$ cat src/rtl/alu_cmd_sequencer.sv
// rtl/alu_cmd_sequencer.sv - command FIFO and repeat sequencer driving the accumulator ALU
module alu_cmd_sequencer #(
    parameter int DEPTH = 4
) (
    input  logic       clk,
    input  logic       rst,
    input  logic       cmd_valid,
    output logic       cmd_ready,
    input  logic [3:0] cmd_opcode,
    input  logic [3:0] cmd_operand,
    input  logic [1:0] cmd_repeat,
    input  logic       flush,
    output logic [3:0] alu_opcode,
    output logic [3:0] alu_a,
    output logic       issue_valid,
    output logic       busy,
    output logic       illegal
);

    localparam int AW = $clog2(DEPTH);
    localparam logic [AW:0] DEPTH_W = (AW+1)'(DEPTH);
    localparam logic [AW:0] LAST    = (AW+1)'(DEPTH - 1);
    localparam logic [AW:0] ONE     = (AW+1)'(1);

    localparam logic [3:0] OP_NOP   = 4'd0;
    localparam logic [3:0] OP_RESET = 4'd1;
    localparam logic [3:0] OP_ADD   = 4'd5;
    localparam logic [3:0] OP_AND   = 4'd9;

    typedef enum logic {S_IDLE, S_ISSUE} state_t;

    state_t      state, state_nxt;
    logic [9:0]  mem [DEPTH];
    logic [AW:0] wr_ptr, rd_ptr, count;
    logic [1:0]  rep_left, rep_nxt;
    logic [3:0]  opc_nxt, a_nxt;
    logic        iv_nxt, ill_nxt;
    logic        push, pop;
    logic [9:0]  head;
    logic [3:0]  head_op, head_opd;
    logic [1:0]  head_rep;
    logic        head_legal;

    function automatic logic [AW:0] ptr_inc(input logic [AW:0] p);
        return (p == LAST) ? '0 : p + ONE;
    endfunction

    assign cmd_ready  = rst & (count < DEPTH_W);
    assign push       = cmd_valid & cmd_ready & ~flush;
    assign busy       = issue_valid | (count != '0);

    assign head       = mem[rd_ptr[AW-1:0]];
    assign head_op    = head[9:6];
    assign head_opd   = head[5:2];
    assign head_rep   = head[1:0];
    assign head_legal = (head_op == OP_NOP) || (head_op == OP_RESET) ||
                        (head_op == OP_ADD) || (head_op == OP_AND);

    always_ff @(posedge clk or negedge rst) begin
        if (!rst) state <= S_IDLE;
        else      state <= state_nxt;
    end

    // Pop whenever the issue slot is free or finishing, so commands run back-to-back.
    always_comb begin
        state_nxt = state;
        pop       = 1'b0;
        if (flush) begin
            state_nxt = S_IDLE;
        end else begin
            case (state)
                S_IDLE: begin
                    if (count != '0) begin
                        pop       = 1'b1;
                        state_nxt = S_ISSUE;
                    end
                end
                S_ISSUE: begin
                    if (rep_left == 2'd0) begin
                        if (count != '0) pop = 1'b1;
                        else             state_nxt = S_IDLE;
                    end
                end
                default: state_nxt = S_IDLE;
            endcase
        end
    end

    always_comb begin
        opc_nxt = alu_opcode;
        a_nxt   = alu_a;
        iv_nxt  = issue_valid;
        rep_nxt = rep_left;
        ill_nxt = illegal;
        if (flush) begin
            opc_nxt = OP_NOP;
            a_nxt   = 4'd0;
            iv_nxt  = 1'b0;
            rep_nxt = 2'd0;
        end else if (pop) begin
            // Illegal opcodes still occupy their slot but are neutralised to NO-OP.
            opc_nxt = head_legal ? head_op : OP_NOP;
            a_nxt   = (head_legal && head_op != OP_RESET) ? head_opd : 4'd0;
            iv_nxt  = 1'b1;
            rep_nxt = head_rep;
            ill_nxt = illegal | ~head_legal;
        end else if (state == S_ISSUE && rep_left != 2'd0) begin
            rep_nxt = rep_left - 2'd1;
        end else if (state_nxt == S_IDLE) begin
            opc_nxt = OP_NOP;
            a_nxt   = 4'd0;
            iv_nxt  = 1'b0;
        end
    end

    always_ff @(posedge clk or negedge rst) begin
        if (!rst) begin
            alu_opcode  <= OP_NOP;
            alu_a       <= 4'd0;
            issue_valid <= 1'b0;
            rep_left    <= 2'd0;
            illegal     <= 1'b0;
        end else begin
            alu_opcode  <= opc_nxt;
            alu_a       <= a_nxt;
            issue_valid <= iv_nxt;
            rep_left    <= rep_nxt;
            illegal     <= ill_nxt;
        end
    end

    always_ff @(posedge clk or negedge rst) begin
        if (!rst) begin
            wr_ptr <= '0;
            rd_ptr <= '0;
            count  <= '0;
        end else if (flush) begin
            wr_ptr <= '0;
            rd_ptr <= '0;
            count  <= '0;
        end else begin
            if (push) wr_ptr <= ptr_inc(wr_ptr);
            if (pop)  rd_ptr <= ptr_inc(rd_ptr);
            case ({push, pop})
                2'b10:   count <= count + ONE;
                2'b01:   count <= count - ONE;
                default: count <= count;
            endcase
        end
    end

    always_ff @(posedge clk) begin
        if (push) mem[wr_ptr[AW-1:0]] <= {cmd_opcode, cmd_operand, cmd_repeat};
    end

endmodule

$ cat config.mk
export PLATFORM = sky130hd
export DESIGN_NAME = alu_cmd_sequencer
export DESIGN_NICKNAME = d
export VERILOG_FILES = /design/src/rtl/alu_cmd_sequencer.sv
export SDC_FILE = /design/constraint.sdc
export NUM_CORES = 1
export LEC_CHECK = 0
export ABC_AREA = 1
export CAP_MARGIN = 20
export CORE_MARGIN = 3
export CORE_UTILIZATION = 51
export CTS_CLUSTER_DIAMETER = 40
export CTS_CLUSTER_SIZE = 16
export DETAILED_ROUTE_END_ITERATION = 8
export PLACE_DENSITY = 0.79
export RECOVER_POWER = 50
export SLEW_MARGIN = 20
export SYNTH_ARGS = -nofsm -noshare
export SYNTH_HDL_FRONTEND = slang
export SYNTH_SLANG_ARGS = --single-unit
$ cat constraint.sdc
create_clock -name clk -period 1.6 [get_ports clk]
set_input_delay 0.4 -clock clk [delete_from_list [all_inputs] [get_ports clk]]
set_output_delay 0.4 -clock clk [all_outputs]
set_load 0.02 [all_outputs]
# After elaboration in Yosys (flattened, before gate mapping)
# Memory sizes are Yosys's and may differ from the RTL's.
# Cells that the tools add are included.
# word_totals
register_bits	22
mem_bits_ro	0
output_inout_bits	12
in_bits	14
mem_bits_rw	40
latch_bits	0
n_memories	1
word_cells	81
# op_classes
shift	0
n_mul	0
magnitude_cmp	1
bitwise	8
n_mux	32
add_sub_neg	5
n_reduce_logical	15
eq_ne	10
div	0
# memory_table
memory	depth	word_bits	read_ports	rd_ports_with_merged_regs	wr	line_no	rtl
mem	4	10	1	0	1	33	logic [9:0] mem [DEPTH];
# op_table
operator	count
4-bit 2-to-1 mux	8
3-bit 2-to-1 mux	7
1-bit 2-to-1 mux	11
3-bit by 1-bit adder with 3-bit output, second input constant	3
3-bit nonzero test	3
3-bit by 2-bit equality test with 1-bit output, second input constant	2
2-bit 2-to-1 mux	3
3-bit case mux with 2 select lines	1
2-bit nonzero test	3
4-bit by 1-bit equality test with 1-bit output, second input constant	1
4-bit by 3-bit equality test with 1-bit output, second input constant	1
4-bit equality test, second input constant	1
4-bit zero test	1
4-bit by 1-bit != test with 1-bit output, second input constant	1
1-bit case mux with 2 select lines	2
2-bit AND reduction	2
1-bit AND	3
1-bit logical OR	3
3-bit < comparator, second input constant	1
3-bit by 2-bit != test with 1-bit output, second input constant	1
3-bit != test, second input constant	1
1-bit inverter	3
3-bit by 1-bit subtractor with 3-bit output, second input constant	1
2-bit by 1-bit equality test with 1-bit output, second input constant	1
5 further kinds	7

# Logic depth before layout (Yosys ltp)
# Gate-level depths: netlist of the first run.
# logic_depth
depth_word	9
ltp_mapped	13
mapped_depth_nobuf	13

# Worst setup path after synthesis of the first run
# OpenSTA, ideal clock, no wires.
# synth_timing
path_type	register -> register
from	register count[2]
to	register count[2]
path_buffers	0
stages_incl_launch_ff	12
t_arrival_ns	1.865
path_slack_ns	-0.383
setup_ns	0.117
synth_period_minus_slack_ns	1.983
t_required_ns	1.483
path_cell_list	dfrtp_1 nor2_1 nand2_1 nand2_1 nor2_2 fa_1 xnor2_1 inv_1 nand2_1 nand2_1 nand3_1 nand2_1
# synth_via
word_cells_on_any_way	16
classes_between	add/sub: 2; order compare: 1; eq/ne: 2; mux: 6; bitwise: 3; reduce/logical: 2
# synth_rtl
element	line_no	rtl
start: declaration	34	logic [AW:0] wr_ptr, rd_ptr, count;
start signal: assignment	145	2'b10: count <= count + ONE;
start signal: assignment	146	2'b01: count <= count - ONE;
start signal: assignment	147	default: count <= count;
3-bit < comparator *	48	assign cmd_ready = rst & (count < DEPTH_W);
1-bit AND *	48	
net cmd_ready	8	output logic cmd_ready,
1-bit AND * (2 in series)	49	assign push = cmd_valid & cmd_ready & ~flush;
2-bit by 1-bit equality test with 1-bit output / 2-bit equality test (equally long branches)	144	case ({push, pop})
3-bit case mux with 2 select lines	144	
3-bit 2-to-1 mux	137	end else if (flush) begin
# Mark *: on every way through the listed nets, which the timed path passes. The rest lies on a longest branch.
# A chain may end at the register's enable or synchronous reset.

# Worst setup path after layout of the first run
# layout_timing
from	register rep_left[0]
to	register count[2]
# layout_via
elab_chain_cells	7
word_cells_on_any_way	9
classes_between	eq/ne: 2; mux: 5; reduce/logical: 2
# layout_rtl
element	line_no	rtl
start: declaration	35	logic [1:0] rep_left, rep_nxt;
start signal: assignment	127	rep_left <= rep_nxt;
2-bit zero test *	79	if (rep_left == 2'd0) begin
1-bit 2-to-1 mux *	79	
1-bit case mux with 2 select lines *	71	case (state)
1-bit 2-to-1 mux *	68	if (flush) begin
2-bit by 1-bit equality test with 1-bit output / 2-bit equality test (equally long branches)	144	
3-bit case mux with 2 select lines	144	
3-bit 2-to-1 mux	137	
# Mark *: on every way between the ends. The rest lies on a longest branch, timed or not.

==> results by group, run 1 <==
Worst setup path
  – CP Class: flip-flop to flip-flop
  – Worst Path Required: 1830 ps
  – R2r startpoint: rep_left[0]$_DFFE_PN0P_
  – Worst EP arrival: 1930 ps
  – Crit path max fanout: 2
  – CP startpoint kind: flip-flop
  – CP Capture Type: flip-flop
  – Critical Path Source: rep_left[0]$_DFFE_PN0P_

STA
  – RSZ-0062 raised after global routing: yes
  – Final setup fails: 2
  – Slew Viols, Final: 0
  – Relative slew slack: 21.0%
  – Skew final: 8.01 ps
  – Endpoints failing hold: 0
  – Slew @ Worst Pin: about 1200 ps
  – Max frequency: ~590 MHz
  – Min cycle time layout: 1700 ps
  – Min Hold Slack: 462 ps
  – Setup TNS: -107 ps
  – Final WS setup: -98.0 ps
  – Period utilization: 106%

Floorplan
  – Core area: 5170 sq um
  – Site row count: 26
  – Initial Util: about 53%
  – Io pins: 26
  – Die Span Y: ~80 microns
  – Die X: 79.6 microns
  – Die area: 6330 sq um

Synthesis
  – Post-Syn Area: 2760 sq um
  – Synth Net Count: roughly 300
  – Distinct cell type count after synthesis: 24
  – Register area share after synthesis: roughly 63%
  – Mean Syn Cell Area: 10.1 sq um
  – Register bit total from synthesis: 62
  – Post-synthesis instance total: 272
  – Total number of yosys warnings: 0

Drt
  – Antenna Violating Nets Remaining: 0
  – Final wirelength: 5.98 mm
  – Initial DRT Pass Iterations: 5
  – WL per Instance: 14.5 microns
  – # DRC: 0
  – Vias: between 2,000 and 2,500
  – DRT iter0 DRCs: 137
  – Drt via density: 5.05

Layout
  – Non-Filler Instances: 412
  – Antenna cells: 0
  – Multi-input gate area: 942 sq um
  – Post-route cell area: ~3600 sq um
  – Nets: 358
  – Core Util, Final: between 70% and 80%
  – Register area: 1750 sq um
  – Layout cells sized above 1: 26.3%
  – P&R area growth vs syn: 31.4%
  – Fillcell total: 358

Clock network
  – Clk_lat worst skew: around 340 ps
  – Clk root buf: clkbuf_8
  – H-tree levels: 3
  – CTS tree: built
  – Reg clk slew, reported paths: roughly 70 ps
  – Cts hold-fix bufs: 0
  – Total CTS buffers: 9
  – Clock buffer depth: 2
  – Clock Sink Count: 62

Outcome
  – Status: finished with violations
  – Violated checks: negative setup slack

GRT
  – Initial antenna violation count: 0
  – First-pass GRT wire length: a little under 9 mm
  – Vias in the first global route: 1,916
  – Pin count of the biggest net entering global routing: 23
  – Remaining Overflow, GRT: 0
  – Total GRT Usage: 19.0%

Placement
  – Placed Area: about 3300 sq um
  – IO buf count: 25
  – Routability congestion estimate from global placement: 0.819
  – Placed cells: 387
  – Final HPWL DP: 3.67 mm

Hold path
  – Worst hold start: illegal$_DFFE_PN0P_
  – Worst Hold Class: flip-flop to flip-flop

Flow run
  – Maxcap violations: 0

Power and ir drop
  – P_leak: 1.68 nW
  – Peak supply drop: 0.735 mV
  – PD cells: 1470 nW/um^2
## kinds of logic after synthesis
| family | count (synthesis) | share of synthesized area (%) |
|---|---|---|
| simple gates | 124 | 19.1 |
| compound gates | 26 | 5.67 |
| fa+ha+maj | 7 | 3.45 |
| buf+inv | 52 | 8.02 |
| flops | 62 | 63.5 |
| xor+xnor | 1 | 0.317 |
## final cells by class
type | instances | area share (%)
Clock buffer | 14 | 4.21
Clock inverter | 2 | 0.276
Inverter | 45 | 4.66
Multi-Input combinational cell | 158 | 26.0
Sequential cell | 62 | 48.3
Tap cell | 70 | 2.42
Timing Repair Buffer | 61 | 14.1
## synthesized netlist by cell type, drive strengths merged
master  number  share of area (%)
edfxtp      40                 44
ha           6                2.7
nor2        19                3.0
o211ai       6                1.6
buf          7                1.9
inv         45                6.1
o21ai       12                2.3
dfrtp       22                 20
a21oi        4               0.73
nand3       19                3.6
nand4        5                1.1
a22oi        2               0.54
nand2       81                 11
fa           1               0.73
xnor2        1               0.32
o22ai        2               0.45
## flip-flops by register name, summed over array words and instances, names as in the netlist
name         cells
issue_valid      1
mem             40
count            3
alu_opcode       4
alu_a            4
wr_ptr           3
illegal          1
rd_ptr           3
rep_left         2
state            1
## metrics by stage
stage / power [mW] / worst slack (ps)
after floorplan: 3.13 / -118
after global placement: 3.74 / -526
after detailed placement: 3.80 / -564
after CTS: 5.05 / -116
after global routing: 5.68 / -227
final: 5.35 / -98.0
## layer usage
| metal | part of all wire [%] | track usage (%) | up-vias |
|---|---|---|---|
| met4 | 1.7 | 9.11 | 0 |
| met1 | 44 | 24.1 | 992 |
| li1 | - | - | 1011 |
| met3 | 4.9 | 4.85 | 10 |
| met2 | 49 | 30.2 | 66 |
| met5 | 0 | 0 | - |
## power breakdown
part           internal, mW  total [mW]  switching [mW]
combinational         0.909        2.22            1.31
clock                 0.602        1.17           0.571
sequential             1.87        1.96          0.0910
## critical path, stage by stage, from the launching register on
cell	delay [ps]
dfrtp_1	360
inv_2	60
ha_4	150
inv_2	60
nand2_4	50
nand2_4	80
nor2_4	40
fa_2	340
xnor2_2	160
inv_1	70
nand2_1	70
nand2_2	60
nand3_2	50
nand2_1	50
## cells in the final DEF, fill, tap and decap left out, drive strengths merged, types with 11 or more instances in the layout
master and count:
buf 37, nand2 81, nor2 19, dlygate4sd2 11
inv 45, edfxtp 40, nand3 19, o21ai 12
dfrtp 22, clkbuf 15
## final timing paths
check                      depth (start not counted)                    to  slack [ps]
max                                               13  count[2]$_DFFE_PN0P_        -100
min                                                2   illegal$_DFFE_PN0P_         460
max reg2reg                                       13  count[2]$_DFFE_PN0P_        -100
min reg2reg                                        2   illegal$_DFFE_PN0P_         460
max in group asynchronous                          2  count[2]$_DFFE_PN0P_         280
min in group asynchronous                          2  count[1]$_DFFE_PN0P_         540
## timing repair
item / in CTS / in global routing
hold endpoints to repair: 0 / 0
resized for setup: 26 / 40
setup endpoints to repair: 54 / 53
pin swaps: 8 / 11
cloned: 0 / 3
buffers inserted: 5 / 2
(Power assumes the default switching activity.)
==> run 2: changes to the inputs <==
CTS_CLUSTER_SIZE = 14   (was 16)
==> results of run 2 <==
Same layout as run 1: the final DEF is identical, and so are final timing and power.
